==> src/rtl/vp_pkg.sv <==
// Shared types and helpers for the value-prediction validate queue.
package vp_pkg;

  localparam int unsigned VP_XLEN_LSB = 1;

  typedef struct packed {
    logic [31:VP_XLEN_LSB] pc;
    logic [31:VP_XLEN_LSB] value;
    logic                  conf;
  } vp_entry_t;

  function automatic int unsigned popcount_lanes(input logic [31:0] v);
    int unsigned cnt;
    cnt = 0;
    for (int unsigned i = 0; i < 32; i++) begin
      cnt += int'(v[i]);
    end
    return cnt;
  endfunction

endpackage

==> src/rtl/vp_mp_fifo.sv <==
// Multi-port circular buffer of vp_entry_t: up to P_NUM_PRED pushes and pops per cycle.
module vp_mp_fifo
  import vp_pkg::*;
#(
  parameter int unsigned P_NUM_PRED = 2,
  parameter int unsigned P_DEPTH    = 16,
  localparam int unsigned AW = $clog2(P_DEPTH),
  localparam int unsigned OW = AW + 1,
  localparam int unsigned CW = $clog2(P_NUM_PRED + 1)
) (
  input  logic                           clk_i,
  input  logic                           rst_i,
  input  logic                           flush_i,
  input  logic [CW-1:0]                  push_cnt_i,
  input  vp_entry_t [P_NUM_PRED-1:0]     push_data_i,
  input  logic [CW-1:0]                  pop_cnt_i,
  output logic [OW-1:0]                  occupancy_o,
  output vp_entry_t [P_NUM_PRED-1:0]     peek_o
);

  logic [AW-1:0] head_q, head_d, tail_q, tail_d;
  logic [OW-1:0] occ_q, occ_d;
  vp_entry_t     mem_q [P_DEPTH];
  vp_entry_t     mem_d [P_DEPTH];

  always_comb begin
    mem_d = mem_q;
    for (int unsigned i = 0; i < P_NUM_PRED; i++) begin
      if (CW'(i) < push_cnt_i) begin
        mem_d[tail_q + AW'(i)] = push_data_i[i];
      end
    end
    tail_d = tail_q + AW'(push_cnt_i);
    head_d = head_q + AW'(pop_cnt_i);
    occ_d  = occ_q + OW'(push_cnt_i) - OW'(pop_cnt_i);
    if (flush_i) begin
      head_d = '0;
      tail_d = '0;
      occ_d  = '0;
    end
  end

  always_comb begin
    for (int unsigned k = 0; k < P_NUM_PRED; k++) begin
      peek_o[k] = mem_q[head_q + AW'(k)];
    end
  end

  always_ff @(posedge clk_i) begin
    if (rst_i) begin
      head_q <= '0;
      tail_q <= '0;
      occ_q  <= '0;
    end else begin
      head_q <= head_d;
      tail_q <= tail_d;
      occ_q  <= occ_d;
    end
  end

  always_ff @(posedge clk_i) begin
    mem_q <= mem_d;
  end

  assign occupancy_o = occ_q;

endmodule

==> src/rtl/vp_validate_queue.sv <==
// Buffers predictions in program order and matches in-order execution results to train the predictor.
// Optional statistics counters are enabled with VP_VALQ_STATS_EN.
module vp_validate_queue
  import vp_pkg::*;
#(
  parameter int unsigned P_NUM_PRED  = 2,
  parameter int unsigned P_DEPTH     = 16,
  parameter int unsigned P_CNT_WIDTH = 16,
  localparam int unsigned AW = $clog2(P_DEPTH),
  localparam int unsigned OW = AW + 1,
  localparam int unsigned CW = $clog2(P_NUM_PRED + 1)
) (
  input  logic                             clk_i,
  input  logic                             rst_i,
  input  logic [P_NUM_PRED-1:0][31:1]      pred_pc_i,
  input  logic [P_NUM_PRED-1:0][31:1]      pred_result_i,
  input  logic [P_NUM_PRED-1:0]            pred_conf_i,
  input  logic [P_NUM_PRED-1:0]            pred_valid_i,
  input  logic [P_NUM_PRED-1:0][31:1]      exe_pc_i,
  input  logic [P_NUM_PRED-1:0][31:1]      exe_result_i,
  input  logic [P_NUM_PRED-1:0]            exe_valid_i,
  input  logic                             flush_i,
  output logic [P_NUM_PRED-1:0][31:1]      fb_pc_o,
  output logic [P_NUM_PRED-1:0][31:1]      fb_actual_o,
  output logic [P_NUM_PRED-1:0]            fb_mispredict_o,
  output logic [P_NUM_PRED-1:0]            fb_conf_o,
  output logic [P_NUM_PRED-1:0]            fb_valid_o,
`ifdef VP_VALQ_STATS_EN
  output logic [P_CNT_WIDTH-1:0]           stat_correct_conf_o,
  output logic [P_CNT_WIDTH-1:0]           stat_wrong_conf_o,
  output logic [P_CNT_WIDTH-1:0]           stat_total_o,
`endif
  output logic [OW-1:0]                    occupancy_o,
  output logic [P_CNT_WIDTH-1:0]           drop_cnt_o,
  output logic [P_CNT_WIDTH-1:0]           stale_cnt_o
);

  function automatic logic [P_CNT_WIDTH-1:0] sat_add(input logic [P_CNT_WIDTH-1:0] cnt,
                                                     input logic [CW-1:0] inc);
    logic [P_CNT_WIDTH:0] sum;
    sum = {1'b0, cnt} + (P_CNT_WIDTH+1)'(inc);
    return sum[P_CNT_WIDTH] ? '1 : sum[P_CNT_WIDTH-1:0];
  endfunction

  logic [OW-1:0]                  occ;
  vp_entry_t [P_NUM_PRED-1:0]     peek;
  vp_entry_t [P_NUM_PRED-1:0]     push_data;
  logic [CW-1:0]                  n_push, push_cnt, pop_cnt;
  logic [OW-1:0]                  free_slots;
  logic                           blocked;

  logic [P_NUM_PRED-1:0][31:1]    fb_pc_q, fb_pc_d, fb_actual_q, fb_actual_d;
  logic [P_NUM_PRED-1:0]          fb_mis_q, fb_mis_d, fb_conf_q, fb_conf_d;
  logic [P_NUM_PRED-1:0]          fb_valid_q, fb_valid_d;
  logic [P_CNT_WIDTH-1:0]         drop_cnt_q, drop_cnt_d, stale_cnt_q, stale_cnt_d;

  vp_mp_fifo #(
    .P_NUM_PRED (P_NUM_PRED),
    .P_DEPTH    (P_DEPTH)
  ) u_fifo (
    .clk_i       (clk_i),
    .rst_i       (rst_i),
    .flush_i     (flush_i),
    .push_cnt_i  (push_cnt),
    .push_data_i (push_data),
    .pop_cnt_i   (pop_cnt),
    .occupancy_o (occ),
    .peek_o      (peek)
  );

  // Free slots use pre-pop occupancy, so a full queue drops even when it pops this cycle.
  always_comb begin
    for (int unsigned i = 0; i < P_NUM_PRED; i++) begin
      push_data[i] = '{pc: pred_pc_i[i], value: pred_result_i[i], conf: pred_conf_i[i]};
    end
    n_push     = CW'(popcount_lanes(32'(pred_valid_i)));
    free_slots = OW'(P_DEPTH) - occ;
    push_cnt   = '0;
    drop_cnt_d = drop_cnt_q;
    if (!flush_i) begin
      if (free_slots >= OW'(n_push)) begin
        push_cnt = n_push;
      end else begin
        drop_cnt_d = sat_add(drop_cnt_q, n_push);
      end
    end
  end

  // The first failing lane blocks all later lanes; a pc mismatch still consumes its entry.
  always_comb begin
    blocked     = 1'b0;
    pop_cnt     = '0;
    stale_cnt_d = stale_cnt_q;
    fb_valid_d  = '0;
    fb_pc_d     = fb_pc_q;
    fb_actual_d = fb_actual_q;
    fb_mis_d    = fb_mis_q;
    fb_conf_d   = fb_conf_q;
    for (int unsigned k = 0; k < P_NUM_PRED; k++) begin
      if (!exe_valid_i[k] || blocked) begin
        blocked = 1'b1;
      end else if (occ > OW'(k)) begin
        pop_cnt = pop_cnt + CW'(1);
        if (peek[k].pc == exe_pc_i[k]) begin
          fb_valid_d[k]  = 1'b1;
          fb_pc_d[k]     = exe_pc_i[k];
          fb_actual_d[k] = exe_result_i[k];
          fb_mis_d[k]    = (peek[k].value != exe_result_i[k]);
          fb_conf_d[k]   = peek[k].conf;
        end else begin
          stale_cnt_d = sat_add(stale_cnt_q, CW'(1));
          blocked     = 1'b1;
        end
      end else begin
        blocked = 1'b1;
      end
    end
  end

  always_ff @(posedge clk_i) begin
    if (rst_i) begin
      fb_pc_q     <= '0;
      fb_actual_q <= '0;
      fb_mis_q    <= '0;
      fb_conf_q   <= '0;
      fb_valid_q  <= '0;
      drop_cnt_q  <= '0;
      stale_cnt_q <= '0;
    end else begin
      fb_pc_q     <= fb_pc_d;
      fb_actual_q <= fb_actual_d;
      fb_mis_q    <= fb_mis_d;
      fb_conf_q   <= fb_conf_d;
      fb_valid_q  <= fb_valid_d;
      drop_cnt_q  <= drop_cnt_d;
      stale_cnt_q <= stale_cnt_d;
    end
  end

`ifdef VP_VALQ_STATS_EN
  logic [P_CNT_WIDTH-1:0] st_ok_q, st_ok_d, st_bad_q, st_bad_d, st_tot_q, st_tot_d;
  logic [CW-1:0]          n_ok, n_bad, n_tot;

  always_comb begin
    n_ok  = '0;
    n_bad = '0;
    n_tot = '0;
    for (int unsigned k = 0; k < P_NUM_PRED; k++) begin
      if (fb_valid_d[k]) begin
        n_tot = n_tot + CW'(1);
        if (fb_conf_d[k] && !fb_mis_d[k]) n_ok  = n_ok + CW'(1);
        if (fb_conf_d[k] &&  fb_mis_d[k]) n_bad = n_bad + CW'(1);
      end
    end
    st_ok_d  = sat_add(st_ok_q, n_ok);
    st_bad_d = sat_add(st_bad_q, n_bad);
    st_tot_d = sat_add(st_tot_q, n_tot);
  end

  always_ff @(posedge clk_i) begin
    if (rst_i) begin
      st_ok_q  <= '0;
      st_bad_q <= '0;
      st_tot_q <= '0;
    end else begin
      st_ok_q  <= st_ok_d;
      st_bad_q <= st_bad_d;
      st_tot_q <= st_tot_d;
    end
  end

  assign stat_correct_conf_o = st_ok_q;
  assign stat_wrong_conf_o   = st_bad_q;
  assign stat_total_o        = st_tot_q;
`endif

  assign fb_pc_o         = fb_pc_q;
  assign fb_actual_o     = fb_actual_q;
  assign fb_mispredict_o = fb_mis_q;
  assign fb_conf_o       = fb_conf_q;
  assign fb_valid_o      = fb_valid_q;
  assign occupancy_o     = occ;
  assign drop_cnt_o      = drop_cnt_q;
  assign stale_cnt_o     = stale_cnt_q;

endmodule

==> config.mk <==
export PLATFORM = sky130hd
export DESIGN_NAME = vp_validate_queue
export DESIGN_NICKNAME = d
export VERILOG_FILES = /design/src/rtl/vp_pkg.sv /design/src/rtl/vp_mp_fifo.sv /design/src/rtl/vp_validate_queue.sv
export SDC_FILE = /design/constraint.sdc
export NUM_CORES = 2
export LEC_CHECK = 0
export BUFFER_PORTS_ARGS = -buffer_cell sky130_fd_sc_hd__buf_2
export CORE_MARGIN = 5
export CORE_UTILIZATION = 35
export DETAILED_ROUTE_END_ITERATION = 6
export PLACE_DENSITY = 0.54
export SKIP_LAST_GASP = 1
export SYNTH_ARGS = -nofsm -noshare
export SYNTH_HDL_FRONTEND = slang
export SYNTH_SLANG_ARGS = --single-unit
==> constraint.sdc <==
create_clock -name clk_i -period 7 [get_ports clk_i]
set_input_delay 1.05 -clock clk_i [delete_from_list [all_inputs] [get_ports clk_i]]
set_output_delay 1.05 -clock clk_i [all_outputs]
set_load 0.1 [all_outputs]
[Word-level counts from Yosys, hierarchy flattened]
Index checks and enable logic that the tools add are counted.
Widths: inputs -> output; s select.
Cells by class
  eq/ne operators: 4
  mux-type cells: 33
  order comparisons: 11
  reductions and logical operators: 10
  bitwise gates (word level): 10
  add/subtract/negate cells: 11
Operators by type and width (count)
  $bwmux 1008: 2
  $mux 1008: 2
  $bmux 63 s4: 2
  $demux 63 s4: 2
  $mux 63: 6
  $mux 16: 8
  $eq 31x31->1: 2
  $ne 31x31->1: 2
  $ge 5x5->1 const B: 4
  $not 4->5: 4
  $add 16x1->17 const B: 1
  $add 16x2->17: 1
  $gt 5x1->1 const B: 2
  $lt 5x1->1 const B: 2
  $add 4x1->4 const B: 2
  $add 4x2->4: 2
  $mux 2: 4
  $mux 1: 7
  $not 1->1: 6
  $reduce_and 3->1: 2
  $reduce_or 3->1: 2
  $add 5x2->5: 1
  $ge 5x2->1: 1
  $sub 5x2->5: 1
  other kinds (9): 11
Word-level totals
  register bits after elaboration: 1183
  word-level logic and storage cells: 142
  output and inout bits: 167
  input port bits: 257

[Longest topological paths before layout]
  word-level depth: 11
  mapped depth: 22
  gate-level depth less buffers: 18

[Hierarchy]
From an unflattened synthesis, not the netlist that was laid out.
Unflattened totals
  cell total of the unflattened synthesis: 5049
  area, all modules: 58084.5 um^2
By module, submodules not included
  vp_mp_fifo: times used 1, area each 50418.4 um^2, cells an instance 4253, seq. area each 20439.6 um^2
  vp_validate_queue: times used 1, area each 7666.1 um^2, cells an instance 796, seq. area each 3243.1 um^2

[Worst setup path after synthesis]
Ideal clock, no wire load.
  kind: register to register
  start: register u_fifo.head_q[0]
  end: register u_fifo.occ_q[4], in the netlist u_fifo.occupancy_o[4]
  arrival: 4426 ps
  buffers on the path: 4
  library setup time: 70 ps
  data required time: 6930 ps
  cell stages (with the launch flop): 21
  clock period less this slack: 4496 ps
  slack: 2504 ps
  path through: dfxtp_1 -> buf_4 -> buf_2 -> buf_2 -> mux4_2 -> mux2i_1 -> xnor2_1 -> nor2_1 -> a41oi_1 -> nor3_2 -> and3_1 -> nand3_1 -> buf_2 -> nor2_1 -> fa_1 -> inv_1 -> fa_1 -> a21oi_1 -> nor2_1 -> or3_1 -> a21oi_1
Between the ends
  cells in the longest elaborated chain, start to end: 11
Ends and longest elaborated chain
  start: declaration: RTL line vp_mp_fifo.sv:21  | logic [AW-1:0] head_q, head_d, tail_q, tail_d;
  start signal: assignment: RTL line vp_mp_fifo.sv:51  | head_q <= '0;
  start signal: assignment: RTL line vp_mp_fifo.sv:55  | head_q <= head_d;
  $not 4->5 (not written as such): RTL line vp_mp_fifo.sv:45  | peek_o[k] = mem_q[head_q + AW'(k)];
  $bmux 63 s4: RTL line vp_mp_fifo.sv:45
  $mux 63 (not written as such) (2 in a row): RTL line vp_mp_fifo.sv:45
  $eq 31x31->1: RTL line vp_validate_queue.sv:104  | if (peek[k].pc == exe_pc_i[k]) begin
  $mux 1: RTL line vp_validate_queue.sv:104
  $mux 1: RTL line vp_validate_queue.sv:102  | end else if (occ > OW'(k)) begin
  $mux 1: RTL line vp_validate_queue.sv:100  | if (!exe_valid_i[k] || blocked) begin
  $logic_or 1x1->1: RTL line vp_validate_queue.sv:100
  $mux 2: RTL line vp_validate_queue.sv:100
  $sub 5x2->5: RTL line vp_mp_fifo.sv:35  | occ_d = occ_q + OW'(push_cnt_i) - OW'(pop_cnt_i);
  end signal: assignment: RTL line vp_mp_fifo.sv:53  | occ_q <= '0;
  end signal: assignment: RTL line vp_mp_fifo.sv:57  | occ_q <= occ_d;
  end: declaration: RTL line vp_mp_fifo.sv:22  | logic [OW-1:0] occ_q, occ_d;
No other way between the ends. The select of a mux whose other input is x is not followed.
A chain may end at the register's enable or synchronous reset.

[Worst setup path after layout]
  start: register u_fifo.head_q[1]
  end: register fb_actual_q, in the netlist fb_actual_o[34]
Between the ends
  cells in the longest elaborated chain, start to end: 11
  elaborated cells between the ends (all ways): 17
  those cells by class: add/sub: 1; eq/ne: 2; mux: 9; bitwise: 3; reduce/logical: 2
Ends and longest elaborated chain
  branches (longest 10 deep; another with $add 4x1->4)
  $reduce_and 3->1 (no line) (*)
  end signal: assignment: RTL line vp_validate_queue.sv:131  | fb_actual_q <= fb_actual_d;
  end: declaration: RTL line vp_validate_queue.sv:52  | logic [P_NUM_PRED-1:0][31:1] fb_pc_q, fb_pc_d, fb_actual_q, fb_actual_d;
Every way passes the cells marked *. The select of a mux whose other input is x is not followed.

==> results.json <==
{
  "outcome": "finished, final reports clean",
  "initial_utilization_pct": 35.2,
  "drt_iter0_drc": 5491,
  "hold_path_depth": 2,
  "r2r_end": "fb_actual_o[34]$_SDFFE_PP0P_",
  "fin_crit_ns": 5.82,
  "grt_pass1_vias": 49600,
  "path_class": "flop to flop",
  "switching_share_pct": 32.4,
  "final_common_cell": "mux2i_1",
  "finalNonFillerCells": 9031,
  "ant_nets": 0,
  "dr.pass1.iters": 6,
  "rsz0062_at_grt": "no",
  "period_share_pct": 83.2,
  "drive_gt1_share_pct": 21.7,
  "synth-edff-count": 0,
  "yosysSeqAreaShare_pct": 36.3,
  "p_int_mw": 14.8,
  "die_x_um": 442,
  "syn_avg_cell_area_sq_um": 10.2,
  "finalMaxSlewViolations": 0,
  "cap_violations": 0,
  "tightest_slew_ns": 1.26,
  "power_frac_seq_pct": 38.3,
  "gr-usage-all-layers_pct": 24.7,
  "clk_path_buf_depth": 3,
  "layout_common_cells": "mux2i_1, dfxtp_1, nor2_1, mux4_2, a21oi_1",
  "cts_buffers": 143,
  "wl_per_cell_um": 27.8,
  "cts_setup_buffers": 0,
  "hp-start": "stale_cnt_o[12]$_SDFF_PP0_",
  "placed_area_sq_um": 69300,
  "crit_arrival_ns": 6.49,
  "async_flop_share_pct": 0,
  "layout_setup_ws_ns": 1.18,
  "pre_cts_slack_ns": 1.32,
  "finalSetupViolCount": 0,
  "holdWs_ns": 0.477,
  "ff2ff_path_depth": 12,
  "yosysWarnings": 0,
  "port_buffers": 423,
  "fin_tns_setup_ns": 0,
  "antenna_found_initial": 49,
  "path_clk_slew_ns": 0.06,
  "htree_levels": 4,
  "nNetsFinal": 6695,
  "critPathCaptureType": "flop",
  "yosysUniqueCellTypes": 55,
  "clockRootBuffer": "clkbuf_16",
  "synth_nets": 6688,
  "crit_fanout": 38,
  "ys_ff_latch": 1183,
  "routabilityCongestion": 0.871,
  "vias": 52100,
  "fin_worst_skew_ns": 0.0407,
  "cp-start-kind": "flop",
  "place_inst": 8746,
  "dominantRegCellSynth": "dfxtp_1",
  "io_pins": 424,
  "hold_class": "flop to flop",
  "worst_skew_pair.late_latency_ns": 0.83,
  "grt_pass1_wl_mm": 361,
  "startpoint": "u_fifo.head_q[1]$_SDFF_PP0_",
  "cts.sinks": 1183,
  "overflow": 0,
  "hold_viol_final": 0,
  "fmax_mhz": 172,
  "p_leak_nw": 31.8,
  "num_rows": 158,
  "comb_power_share_pct": 26.7,
  "drc_errors": 0,
  "crit_end": "fb_actual_o[34]$_SDFFE_PP0P_",
  "grt_max_degree": 120,
  "ir_drop_v": 0.000180,
  "core_sq_um": 185000,
  "power_mw": 21.9,
  "synth_area_sq_um": 65300,
  "die_h_um": 442,
  "r2r_slack_ns": 1.18,
  "syn_inst": 6404,
  "switchingPower_mw": 7.08,
  "cts_resized": 0,
  "postCtsHoldBufs": 0,
  "die_area_sq_um": 195000,
  "clock_power_share_pct": 34.9,
  "cts_tree": "yes",
  "totalWireLength_mm": 251,
  "crit_required_ns": 7.67,
  "final_util_pct": 40.0,
  "area_growth_pct": 13.7,
  "maxSlewHeadroom_pct": 15.7,
  "viasPerCell": 5.76,
  "fin_area_sq_um": 74200,
  "regToRegStartpoint": "u_fifo.head_q[1]$_SDFF_PP0_",
  "powerDensity_nw_per_um2": 295,
  "hpwl_mm": 154
}
==> power groups by stage <==
| stage | registers (mW) | logic (mW) | clock network, mW |
|---|---|---|---|
| finish | 8.39 | 5.84 | 7.64 |
| global route | 8.47 | 6.25 | 8.03 |
| CTS | 8.34 | 5.82 | 7.78 |
| detailed placement | 8.47 | 5.80 | 0 |
| global placement | 8.44 | 5.70 | 0 |
| floorplan | 8.31 | 4.18 | 0 |
==> registers in the layout (all words and copies together), names as in the netlist <==
| register | flops |
|---|---|
| u_fifo.tail_q | 4 |
| drop_cnt_o | 16 |
| stale_cnt_o | 16 |
| fb_pc_o | 62 |
| fb_valid_o | 2 |
| u_fifo.head_q | 4 |
| u_fifo.mem_q | 1008 |
| fb_mispredict_o | 2 |
| fb_actual_o | 62 |
| fb_conf_o | 2 |
| u_fifo.occupancy_o | 5 |
==> synth_stat cells (3+ instances only) <==
cell type	instances	area (sq um)
a211oi_1	14	105
a21oi_1	536	2680
a221oi_1	4	35.0
a22oi_1	5	37.5
a311oi_1	3	26.3
a31oi_1	5	31.3
and2_1	10	62.6
and3_1	21	131
buf_1	130	488
buf_2	83	415
buf_4	22	165
buf_6	6	67.6
buf_8	5	75.1
clkbuf_1	445	1670
dfxtp_1	1183	23700
fa_1	5	100
ha_1	22	275
inv_1	34	128
mux2_2	3	33.8
mux2i_1	1226	12300
mux4_2	585	13200
nand2_1	548	2060
nand2b_1	3	18.8
nand3_1	27	135
nand4_1	29	181
nor2_1	680	2550
nor2b_1	10	62.6
nor3_1	24	120
nor3b_1	3	22.5
nor4_1	9	56.3
o211a_1	3	30.0
o211ai_1	3	22.5
o21ai_0	508	2540
o21ai_1	5	25.0
or3_1	6	37.5
xnor2_1	113	990
xor2_1	60	526
==> worst min path at each step <==
stage	to
after floorplan	u_fifo.mem_q[315]$_DFF_P_
after global placement	stale_cnt_o[12]$_SDFF_PP0_
after detailed placement	stale_cnt_o[12]$_SDFF_PP0_
after CTS	fb_pc_o[0]$_SDFFE_PP0P_
after global routing	fb_actual_o[18]$_SDFFE_PP0P_
final	stale_cnt_o[12]$_SDFF_PP0_
==> metal layers <==
layer | part of all wire [%] | vias to the layer above | track usage (%)
li1 | - | 23200 | -
met1 | 41 | 25900 | 32.7
met5 | 0.024 | - | 0
met2 | 47 | 2440 | 39.8
met4 | 4.2 | 10 | 10.0
met3 | 7.9 | 483 | 4.85
==> logic make-up after synthesis <==
family	after synthesis	share of synthesized area (%)
adder cells (fa/ha/maj)	27	0.575
flip-flops	1183	36.3
AND/OR/NAND/NOR	1379	8.46
buffers and inverters	725	4.61
XOR/XNOR	173	2.32
AO/OA/AOI/OAI	1102	8.71
multiplexers	1815	39.1
==> worst max-delay path, stage by stage, from the launching register on <==
cell     delay [ns]
dfxtp_4        0.91
ha_4           0.61
buf_4          0.51
mux4_2         0.56
mux2i_1        0.25
xor2_1         0.23
nand4_1        0.10
mux2i_1        0.72
nand4_1        0.35
nor4_4         0.30
buf_4          0.64
mux2i_1        0.29
nor2_1         0.06
==> cell type report <==
type,instances,area (sq um)
antenna,27,67.6
clock buffer,219,4260
tap,2480,3100
clock inverter,39,574
multi-input combinational,4496,38900
fill,18000,111000
sequential,1183,23700
timing repair buffer,553,3450
inverter,34,130
Power figures use the tool's default switching activity.
